<file path="src/rtl/mem_arbiter_if.sv">
// Bundle of the fetch, data and memory ports of the memory arbiter.
// slave is the arbiter's view; master is the requester/memory side.
interface mem_arbiter_if;
  logic        if_req_i;
  logic [31:0] if_addr_i;
  logic        if_flush_i;
  logic [31:0] if_data_o;
  logic        if_valid_o;

  logic        d_req_i;
  logic        d_we_i;
  logic [31:0] d_addr_i;
  logic [31:0] d_wdata_i;
  logic [3:0]  d_sel_i;
  logic [31:0] d_rdata_o;
  logic        d_done_o;

  logic        mem_req_o;
  logic        mem_we_o;
  logic [31:0] mem_addr_o;
  logic [31:0] mem_data_o;
  logic [3:0]  mem_sel_o;
  logic [31:0] mem_data_i;
  logic        mem_valid_i;
  logic        mem_ready_i;

  modport slave (
    input  if_req_i, if_addr_i, if_flush_i,
    output if_data_o, if_valid_o,
    input  d_req_i, d_we_i, d_addr_i, d_wdata_i, d_sel_i,
    output d_rdata_o, d_done_o,
    output mem_req_o, mem_we_o, mem_addr_o, mem_data_o, mem_sel_o,
    input  mem_data_i, mem_valid_i, mem_ready_i
  );

  modport master (
    output if_req_i, if_addr_i, if_flush_i,
    input  if_data_o, if_valid_o,
    output d_req_i, d_we_i, d_addr_i, d_wdata_i, d_sel_i,
    input  d_rdata_o, d_done_o,
    input  mem_req_o, mem_we_o, mem_addr_o, mem_data_o, mem_sel_o,
    output mem_data_i, mem_valid_i, mem_ready_i
  );
endinterface

</file>
<file path="src/rtl/mem_arbiter.sv">
// Two-port (fetch/data) round-robin arbiter onto a single memory port,
// one outstanding transaction at a time.
module mem_arbiter (
  input  logic          clk,
  input  logic          rst,
  mem_arbiter_if.slave  bus
);
  typedef enum logic [1:0] {IDLE, REQ, WAIT, RESP} state_t;

  typedef struct packed {
    logic        we;
    logic [31:0] addr;
    logic [31:0] data;
    logic [3:0]  sel;
  } mem_cmd_t;

  state_t      state, state_nxt;
  logic        grant, grant_d;
  logic        last_data;
  logic        gnt_data;
  logic        drop;
  mem_cmd_t    cmd, cmd_q;
  logic [31:0] if_data_q, d_rdata_q;

  always_comb begin
    state_nxt = state;
    grant     = 1'b0;
    grant_d   = 1'b0;
    case (state)
      IDLE: if (bus.mem_ready_i && (bus.if_req_i || bus.d_req_i)) begin
        grant     = 1'b1;
        // data wins a tie only when fetch was served last
        grant_d   = bus.d_req_i && (!bus.if_req_i || !last_data);
        state_nxt = REQ;
      end
      REQ:     state_nxt = cmd_q.we ? RESP : WAIT;
      WAIT:    if (bus.mem_valid_i) state_nxt = RESP;
      RESP:    state_nxt = IDLE;
      default: state_nxt = IDLE;
    endcase
  end

  always_comb begin
    if (grant_d)
      cmd = '{we: bus.d_we_i, addr: bus.d_addr_i, data: bus.d_wdata_i, sel: bus.d_sel_i};
    else
      cmd = '{we: 1'b0, addr: bus.if_addr_i, data: 32'h0, sel: 4'hf};
  end

  always_ff @(posedge clk or negedge rst) begin
    if (!rst) begin
      state     <= IDLE;
      last_data <= 1'b0;
      gnt_data  <= 1'b0;
      drop      <= 1'b0;
      cmd_q     <= '0;
      if_data_q <= '0;
      d_rdata_q <= '0;
    end else begin
      state <= state_nxt;
      if (grant) begin
        gnt_data  <= grant_d;
        last_data <= grant_d;
        cmd_q     <= cmd;
      end
      if (state == WAIT && bus.mem_valid_i) begin
        if (gnt_data) d_rdata_q <= bus.mem_data_i;
        else          if_data_q <= bus.mem_data_i;
      end
      // a flushed fetch still completes on the bus but its pulse is swallowed
      if (state == RESP)
        drop <= 1'b0;
      else if ((state == REQ || state == WAIT) && !gnt_data && bus.if_flush_i)
        drop <= 1'b1;
    end
  end

  assign bus.mem_req_o  = (state == REQ);
  assign bus.mem_we_o   = cmd_q.we;
  assign bus.mem_addr_o = cmd_q.addr;
  assign bus.mem_data_o = cmd_q.data;
  assign bus.mem_sel_o  = cmd_q.sel;
  assign bus.if_data_o  = if_data_q;
  assign bus.d_rdata_o  = d_rdata_q;
  assign bus.if_valid_o = (state == RESP) && !gnt_data && !drop && !bus.if_flush_i;
  assign bus.d_done_o   = (state == RESP) && gnt_data;
endmodule

</file>
<file path="src/flat_wrapper.sv">
// flat-port wrapper written by rule: the top's interface ports become plain ports
module mem_arbiter_flat 
  (clk, rst, bus_if_req_i, bus_if_addr_i, bus_if_flush_i, bus_if_data_o, bus_if_valid_o, bus_d_req_i, bus_d_we_i, bus_d_addr_i, bus_d_wdata_i, bus_d_sel_i, bus_d_rdata_o, bus_d_done_o, bus_mem_req_o, bus_mem_we_o, bus_mem_addr_o, bus_mem_data_o, bus_mem_sel_o, bus_mem_data_i, bus_mem_valid_i, bus_mem_ready_i);
  mem_arbiter_if bus_i ();
  input  logic clk;
  input  logic rst;
  input wire logic [$bits(bus_i.if_req_i)-1:0] bus_if_req_i;
  input wire logic [$bits(bus_i.if_addr_i)-1:0] bus_if_addr_i;
  input wire logic [$bits(bus_i.if_flush_i)-1:0] bus_if_flush_i;
  output wire logic [$bits(bus_i.if_data_o)-1:0] bus_if_data_o;
  output wire logic [$bits(bus_i.if_valid_o)-1:0] bus_if_valid_o;
  input wire logic [$bits(bus_i.d_req_i)-1:0] bus_d_req_i;
  input wire logic [$bits(bus_i.d_we_i)-1:0] bus_d_we_i;
  input wire logic [$bits(bus_i.d_addr_i)-1:0] bus_d_addr_i;
  input wire logic [$bits(bus_i.d_wdata_i)-1:0] bus_d_wdata_i;
  input wire logic [$bits(bus_i.d_sel_i)-1:0] bus_d_sel_i;
  output wire logic [$bits(bus_i.d_rdata_o)-1:0] bus_d_rdata_o;
  output wire logic [$bits(bus_i.d_done_o)-1:0] bus_d_done_o;
  output wire logic [$bits(bus_i.mem_req_o)-1:0] bus_mem_req_o;
  output wire logic [$bits(bus_i.mem_we_o)-1:0] bus_mem_we_o;
  output wire logic [$bits(bus_i.mem_addr_o)-1:0] bus_mem_addr_o;
  output wire logic [$bits(bus_i.mem_data_o)-1:0] bus_mem_data_o;
  output wire logic [$bits(bus_i.mem_sel_o)-1:0] bus_mem_sel_o;
  input wire logic [$bits(bus_i.mem_data_i)-1:0] bus_mem_data_i;
  input wire logic [$bits(bus_i.mem_valid_i)-1:0] bus_mem_valid_i;
  input wire logic [$bits(bus_i.mem_ready_i)-1:0] bus_mem_ready_i;
  assign bus_i.if_req_i = bus_if_req_i;
  assign bus_i.if_addr_i = bus_if_addr_i;
  assign bus_i.if_flush_i = bus_if_flush_i;
  assign bus_if_data_o = bus_i.if_data_o;
  assign bus_if_valid_o = bus_i.if_valid_o;
  assign bus_i.d_req_i = bus_d_req_i;
  assign bus_i.d_we_i = bus_d_we_i;
  assign bus_i.d_addr_i = bus_d_addr_i;
  assign bus_i.d_wdata_i = bus_d_wdata_i;
  assign bus_i.d_sel_i = bus_d_sel_i;
  assign bus_d_rdata_o = bus_i.d_rdata_o;
  assign bus_d_done_o = bus_i.d_done_o;
  assign bus_mem_req_o = bus_i.mem_req_o;
  assign bus_mem_we_o = bus_i.mem_we_o;
  assign bus_mem_addr_o = bus_i.mem_addr_o;
  assign bus_mem_data_o = bus_i.mem_data_o;
  assign bus_mem_sel_o = bus_i.mem_sel_o;
  assign bus_i.mem_data_i = bus_mem_data_i;
  assign bus_i.mem_valid_i = bus_mem_valid_i;
  assign bus_i.mem_ready_i = bus_mem_ready_i;
  mem_arbiter u_core (.clk(clk), .rst(rst), .bus(bus_i));
endmodule
</file>
<file path="config.mk">
export PLATFORM = sky130hd
export DESIGN_NAME = mem_arbiter_flat
export DESIGN_NICKNAME = d
export VERILOG_FILES = /design/src/rtl/mem_arbiter_if.sv /design/src/rtl/mem_arbiter.sv /design/src/flat_wrapper.sv
export SDC_FILE = /design/constraint.sdc
export NUM_CORES = 1
export LEC_CHECK = 0
export BUFFER_PORTS_ARGS = -buffer_cell sky130_fd_sc_hd__buf_2
export CAP_MARGIN = 15
export CORE_UTILIZATION = 50
export DETAILED_ROUTE_END_ITERATION = 8
export PLACE_DENSITY = 0.86
export SLEW_MARGIN = 40
export SYNTH_ARGS = -nofsm -noshare
export SYNTH_HDL_FRONTEND = slang
export SYNTH_SLANG_ARGS = --single-unit
</file>
<file path="constraint.sdc">
create_clock -name clk -period 5 [get_ports clk]
set_clock_uncertainty 0.15 [all_clocks]
set_input_delay 1 -clock clk [delete_from_list [all_inputs] [get_ports clk]]
set_output_delay 1 -clock clk [all_outputs]
set_load 0.02 [all_outputs]
</file>
==> results of run 1 <==
per-stage QoR:
stage                     instances    util  hold slack, ns  power [mW]
after detailed placement        818  0.6511          0.3373       4.234
after floorplan                 422       -          0.3136       3.432
after CTS                       850  0.7117          0.3499       5.626
after global routing            850  0.7117          0.3613       5.886
final                           850  0.7117          0.3475       5.580
after global placement          817  0.6486          0.3290       4.132
power groups by stage:
stage	Sequential, mW	Combinational (mW)	Clock (mW)
floorplan	2.55	0.880	0
global placement	1.91	2.22	0
detailed placement	1.94	2.29	0
CTS	1.94	2.30	1.39
global route	2.00	2.44	1.45
finish	1.94	2.27	1.37
critical path, stage by stage:
cell	delay [ns]
buf_2	0.12
nor4b_1	0.38
buf_2	0.25
cell type report:
type / instances / area, µm² / area share
multi-input combinational: 255 / 2073 / 0.2652
clock buffer: 23 / 508.0 / 0.06499
inverter: 3 / 11.26 / 0.001441
clock inverter: 9 / 157.7 / 0.02017
sequential: 137 / 3428 / 0.4386
tap: 140 / 175.2 / 0.02241
timing repair buffer: 283 / 1463 / 0.1871
Yosys cell counts:
master / n
nor2_1: 34
a211o_1: 1
a21bo_1: 1
o211a_1: 1
a211oi_1: 1
nor2_8: 1
and2_1: 1
clkbuf_8: 2
buf_6: 10
o211ai_4: 1
clkbuf_1: 2
buf_2: 8
a31oi_1: 1
a21oi_1: 5
ha_1: 5
a21boi_2: 1
nor4b_1: 1
a22o_1: 33
nand2_1: 33
buf_4: 5
mux2_2: 65
o22a_1: 5
nand3_1: 2
nor2b_1: 1
o21ai_0: 2
dfrtp_1: 137
a21oi_2: 60
inv_1: 3
worst min path at each step:
stage / start / end / depth (start not counted)
floorplan: u_core.drop / u_core.drop / 2
detailed placement: u_core.bus.d_rdata_o[21] / u_core.bus.d_rdata_o[21] / 1
global placement: u_core.drop / u_core.drop / 2
finish: rst / u_core.bus.mem_data_o[19] / 1
CTS: u_core.bus.d_rdata_o[21] / u_core.bus.d_rdata_o[21] / 1
global route: u_core.bus.d_rdata_o[10] / u_core.bus.d_rdata_o[10] / 1
cells in the final DEF, fill, tap and decap left out, types with 3 or more instances in the layout:
cell type	synthesis	final
a21oi_1	5	5
a21oi_2	60	60
a22o_1	33	33
buf_2	8	274
buf_4	5	7
bufinv_16	0	4
clkbuf_16	0	17
clkbuf_8	2	6
dfrtp_1	137	137
ha_1	5	5
inv_1	3	3
mux2_2	65	65
nand2_1	33	33
nor2_1	34	34
o22a_1	5	5
routing by layer:
metal,GRT usage,part of all wire
met5,0,0
met4,0.09363,0.019
met3,0.06396,0.072
met2,0.4151,0.50
met1,0.2929,0.40
kinds of logic after synthesis:
| family | Yosys count | share of synthesized area |
|---|---|---|
| buffers and inverters | 30 | 0.04127 |
| multiplexers | 65 | 0.1277 |
| AND/OR/NAND/NOR | 73 | 0.05284 |
| flip-flops | 137 | 0.5983 |
| AO/OA/AOI/OAI | 112 | 0.1690 |
| adder cells (fa/ha/maj) | 5 | 0.01092 |
flip-flops by register name, indices dropped and copies added (netlist names):
name,flops
u_core.bus.d_rdata_o,32
u_core.bus.if_data_o,32
u_core.bus.mem_addr_o,32
u_core.bus.mem_data_o,32
u_core.bus.mem_sel_o,4
u_core.bus.mem_we_o,1
u_core.drop,1
u_core.last_data,1
u_core.state,2
==> flow_metrics.py, run 1 <==
metrics = {
    "power": {
        "seqPwrFrac": 0.348,
        "power.share.clock": 0.246,
        "power.switching_mw": 2.114,
        "p_leak_nw": 3.943,
        "p_sw_frac": 0.3789,
        "p_int_mw": 3.466,
        "irDropWorstVdd_mv": 0.4056,
        "powerDensity_nw_per_um2": 713.9,
        "power_frac_comb": 0.406,
    },
    "cts": {
        "cts_buffers": 17,
        "htreeDepth": 4,
        "cts_buffer_depth": 2,
        "clk_pin_slew_ns": 0.06,
        "clk_latency_ns": 0.39,
        "clockRootBuffer": "clkbuf_16",
        "clock_sinks": 137,
        "cts_tree": "built",
        "cts_hold_buffers": 0,
        "cts_resized": 0,
        "cts_setup_buffers": 0,
    },
    "floorplanning": {
        "start_util": 0.5218,
        "io-pin-count": 276,
        "die_h_um": 109.1,
        "die_w_um": 109.1,
        "fp.coreArea_um2": 10980,
        "rows": 38,
        "die-area_um2": 11890,
    },
    "detailed_routing": {
        "first_pass_iters": 4,
        "via_per_inst": 5.184,
        "drc_errors": 0,
        "ant_nets": 0,
        "wl_um": 14380,
        "vias": 4406,
        "wl_per_cell_um": 16.92,
        "drt_iter0_drc": 213,
    },
    "setup_path": {
        "r2r-start": "u_core.state[0]",
        "crit_arrival_ns": 1.75,
        "r2r_end": "u_core.bus.mem_addr_o[0]",
        "regToRegSetupSlack_ns": 2.65,
        "startpoint_type": "input port",
        "reg2reg_depth": 6,
        "endpoint": "bus_if_valid_o",
        "cp-end-kind": "output port",
        "worstPathRequired_ns": 3.85,
        "crit_path_max_fanout": 2,
        "cp-startpoint": "bus_if_flush_i",
        "path_class": "in -> out",
    },
    "timing": {
        "tightestPinTransition_ns": 0.7829,
        "slew_viol_final": 0,
        "rsz0062_at_grt": "no",
        "worst_slack_ns": 2.104,
        "finalSetupTns_ns": 0,
        "setup_viol": 0,
        "hold_violations": 0,
        "max_freq_ghz": 0.3453,
        "period_minus_slack_ns": 2.896,
        "relSlewSlack": 0.4780,
        "min_period_over_period": 0.5792,
    },
    "yosys": {
        "syn-instance-count": 422,
        "synth_area_leaders": "dfrtp_1, mux2_2, a21oi_2, a22o_1, nor2_1",
        "synth_top_cell_by_area": "dfrtp_1",
        "synth_top_cell_area_share": 0.5983,
        "synth-seq-cells": 137,
        "netlist_area_um2": 5730,
        "synth_cell_types": 28,
        "seq_area_frac_synth": 0.5983,
        "synth.avg_cell_area_um2": 13.58,
        "synthesis.nets": 567,
        "yosysWarningCount": 0,
    },
    "finish": {
        "diodes": 0,
        "layout.nets": 842,
        "drive_gt1_frac": 0.6254,
        "syn2layout_area_growth_pct": 36.40,
        "nFillCells": 773,
        "finalInstanceArea_um2": 7816,
    },
    "global_route": {
        "track_usage": 0.2431,
        "grt_pass1_vias": 4448,
        "grt_max_degree": 60,
        "grt_pass1_wl_um": 21870,
        "antenna_found_initial": 0,
        "overflow": 0,
    },
    "placement": {
        "pre_cts_slack_ns": 2.076,
        "dp_hpwl_um": 10440,
        "place.gp.congestion": 0.7727,
        "port_buffers": 275,
        "place_area_um2": 7151,
    },
    "outcome": {
        "status": "completed",
    },
    "run": {
        "cap_violations": 0,
    },
    "hold_path": {
        "hold_path.class": "in -> async",
    },
}
Power figures use the tool's default switching activity.
==> run 2, diff against run 1 <==
--- a/config.mk
+++ b/config.mk
@@ -7,9 +7,9 @@
 export LEC_CHECK = 0
 export BUFFER_PORTS_ARGS = -buffer_cell sky130_fd_sc_hd__buf_2
 export CAP_MARGIN = 15
-export CORE_UTILIZATION = 50
+export CORE_UTILIZATION = 46
 export DETAILED_ROUTE_END_ITERATION = 8
-export PLACE_DENSITY = 0.86
+export PLACE_DENSITY = 0.8
 export SLEW_MARGIN = 40
 export SYNTH_ARGS = -nofsm -noshare
 export SYNTH_HDL_FRONTEND = slang
==> constraint.sdc (replaced) <==
create_clock -name clk -period 2.9 [get_ports clk]
set_clock_uncertainty 0.15 [all_clocks]
set_input_delay 0.58 -clock clk [delete_from_list [all_inputs] [get_ports clk]]
set_output_delay 0.58 -clock clk [all_outputs]
set_load 0.02 [all_outputs]
==> flow_metrics.py, run 2 (same netlist as run 1, synthesis figures left out) <==
metrics = {
    "setup_path": {
        "crit_arrival_ns": 1.53,
        "startpoint_type": "register",
        "r2r-start": "u_core.state[0]",
        "cp-startpoint": "u_core.state[0]",
        "r2r_end": "u_core.bus.mem_addr_o[12]",
        "path_class": "reg -> out",
        "cp-end-kind": "output port",
        "reg2reg_depth": 6,
        "crit_path_max_fanout": 5,
        "critPathSlowestCell": "dfrtp_1",
        "cp_slowest_stage_delay_ns": 0.43,
        "worstPathRequired_ns": 2.17,
        "regToRegSetupSlack_ns": 0.70,
        "path_cells": "ha_1, nor4b_1, buf_2",
    },
    "cts": {
        "clockRootBuffer": "clkbuf_16",
        "clk_latency_ns": 0.41,
        "cts_buffer_depth": 2,
        "htreeDepth": 4,
        "cts_resized": 0,
        "cts_buffers": 17,
        "cts_setup_buffers": 0,
        "clock_sinks": 137,
        "cts_tree": "built",
        "cts_hold_buffers": 0,
        "clk_pin_slew_ns": 0.05,
    },
    "timing": {
        "period_minus_slack_ns": 2.264,
        "relSlewSlack": 0.6161,
        "rsz0062_at_grt": "no",
        "tightestPinTransition_ns": 0.5759,
        "hold_violations": 0,
        "max_freq_ghz": 0.4416,
        "worst_slack_ns": 0.6356,
        "slew_viol_final": 0,
        "finalSetupTns_ns": 0,
        "holdWs_ns": 0.009071,
        "min_period_over_period": 0.7808,
        "setup_viol": 0,
    },
    "finish": {
        "syn2layout_area_growth_pct": 38.32,
        "layout.nets": 844,
        "mostFrequentLayoutCells": "buf_2, dfrtp_1, mux2_2",
        "diodes": 0,
        "finalInstanceArea_um2": 7926,
        "final_common_cell": "buf_2",
        "drive_gt1_frac": 0.6250,
    },
    "floorplanning": {
        "start_util": 0.4751,
        "die_w_um": 113.6,
        "fp.coreArea_um2": 12060,
        "die_h_um": 113.6,
        "die-area_um2": 12910,
        "io-pin-count": 276,
        "rows": 40,
    },
    "detailed_routing": {
        "ant_nets": 0,
        "wl_um": 14520,
        "drt_iter0_drc": 266,
        "wl_per_cell_um": 16.50,
        "vias": 4469,
        "via_per_inst": 5.078,
        "drc_errors": 0,
        "first_pass_iters": 4,
    },
    "placement": {
        "place_area_um2": 7231,
        "pre_cts_slack_ns": 0.7236,
        "dp_hpwl_um": 10720,
        "place.gp.congestion": 0.8517,
        "port_buffers": 275,
    },
    "global_route": {
        "grt_pass1_vias": 4616,
        "grt_max_degree": 63,
        "antenna_found_initial": 1,
        "overflow": 0,
        "track_usage": 0.2289,
        "grt_pass1_wl_um": 22570,
    },
    "outcome": {
        "status": "completed",
    },
    "power": {
        "p_int_mw": 6.116,
        "power.share.clock": 0.255,
        "power.switching_mw": 3.670,
        "p_leak_nw": 3.974,
        "p_sw_frac": 0.3750,
        "power_mw": 9.786,
        "seqPwrFrac": 0.341,
        "power_frac_comb": 0.404,
        "powerDensity_nw_per_um2": 1235,
        "irDropWorstVdd_mv": 0.6064,
    },
    "run": {
        "cap_violations": 0,
    },
    "hold_path": {
        "hold_path.class": "in -> async",
    },
}
run 2: cell count changes in the layout (fill, tap and decap cells not counted), sizes merged:
cell / change
clkbuf: -2
buf: +2
inv: -2
bufinv: +2
clkinvlp: +2
run 2: area by class of cell:
cell class                 count  area [µm²]
tap                          168       210.2
multi-input combinational    255        2073
sequential                   137        3428
clock inverter                11       215.2
clock buffer                  21       480.5
fill                         931        4135
inverter                       3       11.26
timing repair buffer         285        1508
run 2: worst max-delay path by stage:
stage | end | slack (ns) | cells after the start
after floorplan | bus_if_valid_o | 0.83 | 1
after global placement | u_core.bus.mem_addr_o[29] | 0.87 | 6
after detailed placement | u_core.bus.mem_addr_o[26] | 0.72 | 6
after CTS | bus_if_valid_o | 0.59 | 3
after global routing | u_core.bus.mem_addr_o[16] | 0.53 | 6
final | bus_if_valid_o | 0.64 | 3
run 2: worst max-delay path, delay by kind of cell (launching register included):
family                     cells  cell delay, ns
DFF                            1            0.43
adders and majority gates      1            0.21
and+or+nand+nor                1            0.25
buffers and inverters          1            0.24
run 2: power groups by stage:
stage | sequential [mW] | clock (mW) | combinational, mW
floorplan | 4.40 | 0 | 1.52
global route | 3.45 | 2.63 | 4.22
CTS | 3.34 | 2.54 | 4.00
detailed placement | 3.35 | 0 | 4.00
global placement | 3.30 | 0 | 3.89
finish | 3.34 | 2.49 | 3.96
run 2: metrics by stage:
stage,instances,utilization
6_report,880,0.6572
5_1_grt,880,0.6572
4_1_cts,880,0.6572
3_5_place_dp,848,0.5995
3_3_place_gp,848,0.5995
2_1_floorplan,422,-
run 2: routing by layer:
layer  track usage  vias to the layer above  wire [µm]  share of wire
li1              -                     2045          -              -
met5             0                        -         13        0.00090
met4       0.07456                        2        228          0.016
met3       0.07439                       24       1096          0.075
met2        0.4069                      205       7444           0.51
met1        0.2596                     2193       5737           0.40
==> run 3, diff against run 2 <==
==> constraint.sdc (replaced) <==
create_clock -name clk -period 2.1 [get_ports clk]
set_clock_uncertainty 0.15 [all_clocks]
set_input_delay 0.42 -clock clk [delete_from_list [all_inputs] [get_ports clk]]
set_output_delay 0.42 -clock clk [all_outputs]
set_load 0.02 [all_outputs]
==> flow_metrics.py, run 3 (same netlist as run 1, synthesis figures left out) <==
metrics = {
    "setup_path": {
        "crit_path_max_fanout": 5,
        "critPathSlowestCell": "dfrtp_2",
        "worstPathRequired_ns": 1.53,
        "reg2reg_depth": 5,
        "critPathBufInv": 1,
        "crit_arrival_ns": 1.42,
        "cp_slowest_stage_delay_ns": 0.40,
        "regToRegSetupSlack_ns": 0.19,
        "path_cells": "ha_2, nor4b_2, buf_4",
        "r2r_end": "u_core.bus.mem_data_o[17]",
        "r2r-start": "u_core.state[0]",
        "cp-end-kind": "output port",
        "path_class": "reg -> out",
        "cpLargestDelayFamily": "flip-flops",
        "startpoint_type": "register",
    },
    "cts": {
        "cts_buffers": 17,
        "clockRootBuffer": "clkbuf_16",
        "cts_tree": "built",
        "clk_pin_slew_ns": 0.06,
        "clk_latency_ns": 0.40,
        "clock_sinks": 137,
        "cts_buffer_depth": 2,
        "htreeDepth": 4,
    },
    "global_route": {
        "overflow": 0,
        "antenna_found_initial": 0,
        "grt_max_degree": 66,
        "track_usage": 0.2365,
        "grt_pass1_vias": 4632,
        "grt_pass1_wl_um": 23180,
    },
    "detailed_routing": {
        "vias": 4439,
        "wl_um": 14950,
        "first_pass_iters": 5,
        "drc_errors": 0,
        "via_per_inst": 5.010,
        "wl_per_cell_um": 16.87,
        "ant_nets": 0,
        "drt_iter0_drc": 230,
    },
    "floorplanning": {
        "die_h_um": 113.6,
        "io-pin-count": 276,
        "die_w_um": 113.6,
        "start_util": 0.4751,
        "fp.coreArea_um2": 12060,
        "rows": 40,
        "die-area_um2": 12910,
    },
    "power": {
        "irDropWorstVdd_mv": 0.7408,
        "power_mw": 13.20,
        "p_leak_nw": 3.984,
        "powerDensity_nw_per_um2": 1668,
    },
    "timing": {
        "hold_violations": 0,
        "tightestPinTransition_ns": 0.4933,
        "period_minus_slack_ns": 1.985,
        "relSlewSlack": 0.6711,
        "finalSetupTns_ns": 0,
        "worst_slack_ns": 0.1147,
        "min_period_over_period": 0.9454,
        "setup_viol": 0,
        "rsz0062_at_grt": "no",
        "max_freq_ghz": 0.5037,
        "slew_viol_final": 0,
    },
    "outcome": {
        "status": "completed",
    },
    "placement": {
        "dp_hpwl_um": 10980,
        "port_buffers": 275,
        "pre_cts_slack_ns": 0.2071,
        "dp_cells": 852,
        "place.gp.congestion": 0.8265,
    },
    "finish": {
        "syn2layout_area_growth_pct": 38.17,
        "final_cells": 886,
        "final_common_cell": "buf_2",
        "final_util": 0.6564,
        "diodes": 0,
        "drive_gt1_frac": 0.6295,
        "nFillCells": 919,
        "mostFrequentLayoutCells": "buf_2, dfrtp_1, mux2_2",
        "layout.nets": 850,
    },
    "hold_path": {
        "min_from": "bus_d_sel_i[2]",
        "min_path_cells": 2,
        "holdPathEnd": "u_core.bus.mem_sel_o[2]",
        "hold_path.class": "in -> reg",
    },
    "run": {
        "cap_violations": 0,
    },
}
==> run 3: final cells by class <==
type | instances | area, µm² | share of cell area
clock buffers | 21 | 470.5 | 0.05942
well taps | 168 | 210.2 | 0.02655
inverters | 3 | 11.26 | 0.001422
clock inverters | 11 | 143.9 | 0.01817
flip-flops and latches | 137 | 3430 | 0.4332
repair buffers | 291 | 1570 | 0.1983
multi-input cells | 255 | 2082 | 0.2630
==> run 3: report_power, final <==
| group | internal (mW) | leakage, nW | total (mW) | switching, mW |
|---|---|---|---|---|
| Sequential | 3.91 | 1.65 | 4.64 | 0.730 |
| Clock | 1.96 | 0.303 | 3.03 | 1.07 |
| Combinational | 2.23 | 2.03 | 5.53 | 3.31 |
==> run 3: how the worst max path moves through the flow <==
stage / start / endpoint / slack [ns] / cells after the start
3_5_place_dp: u_core.state[0] / u_core.bus.mem_data_o[15] / 0.21 / 5
3_3_place_gp: u_core.state[0] / u_core.bus.mem_addr_o[0] / 0.35 / 6
4_1_cts: u_core.state[0] / bus_if_valid_o / 0.003 / 3
5_1_grt: u_core.state[0] / bus_if_valid_o / 0.001 / 3
6_report: u_core.state[0] / bus_if_valid_o / 0.11 / 3
2_1_floorplan: u_core.state[0] / bus_if_valid_o / 0.24 / 2
==> run 3: worst register-to-register path, stage by stage, from the launching register on <==
cell and delay (ns):
dfrtp_2 0.44, inv_1 0.12, ha_1 0.34, o211ai_4 0.18, nor2_8 0.40, a22o_1 0.22
==> run 3: per-layer routing <==
metal / part of all wire / global-route usage
met2: 0.52 / 0.4305
met5: 0 / 0
met3: 0.077 / 0.07545
met1: 0.38 / 0.2489
met4: 0.025 / 0.1061
==> run 3: per-stage QoR <==
step	hold slack [ns]	area [µm²]
2_1_floorplan	-0.02559	5731
3_3_place_gp	0.2397	7273
3_5_place_dp	0.2528	7273
4_1_cts	0.04935	7898
5_1_grt	0.05649	7918
6_report	0.07123	7918
==> run 3: what timing repair did <==
| item | 4_1_cts | 5_1_grt |
|---|---|---|
| endpoints found under the hold margin | 47 | 0 |
| resized for setup | 0 | 4 |
| buffers inserted | 0 | 1 |
| setup endpoints to repair | 0 | 1 |
| hold buffers | 1 | 0 |
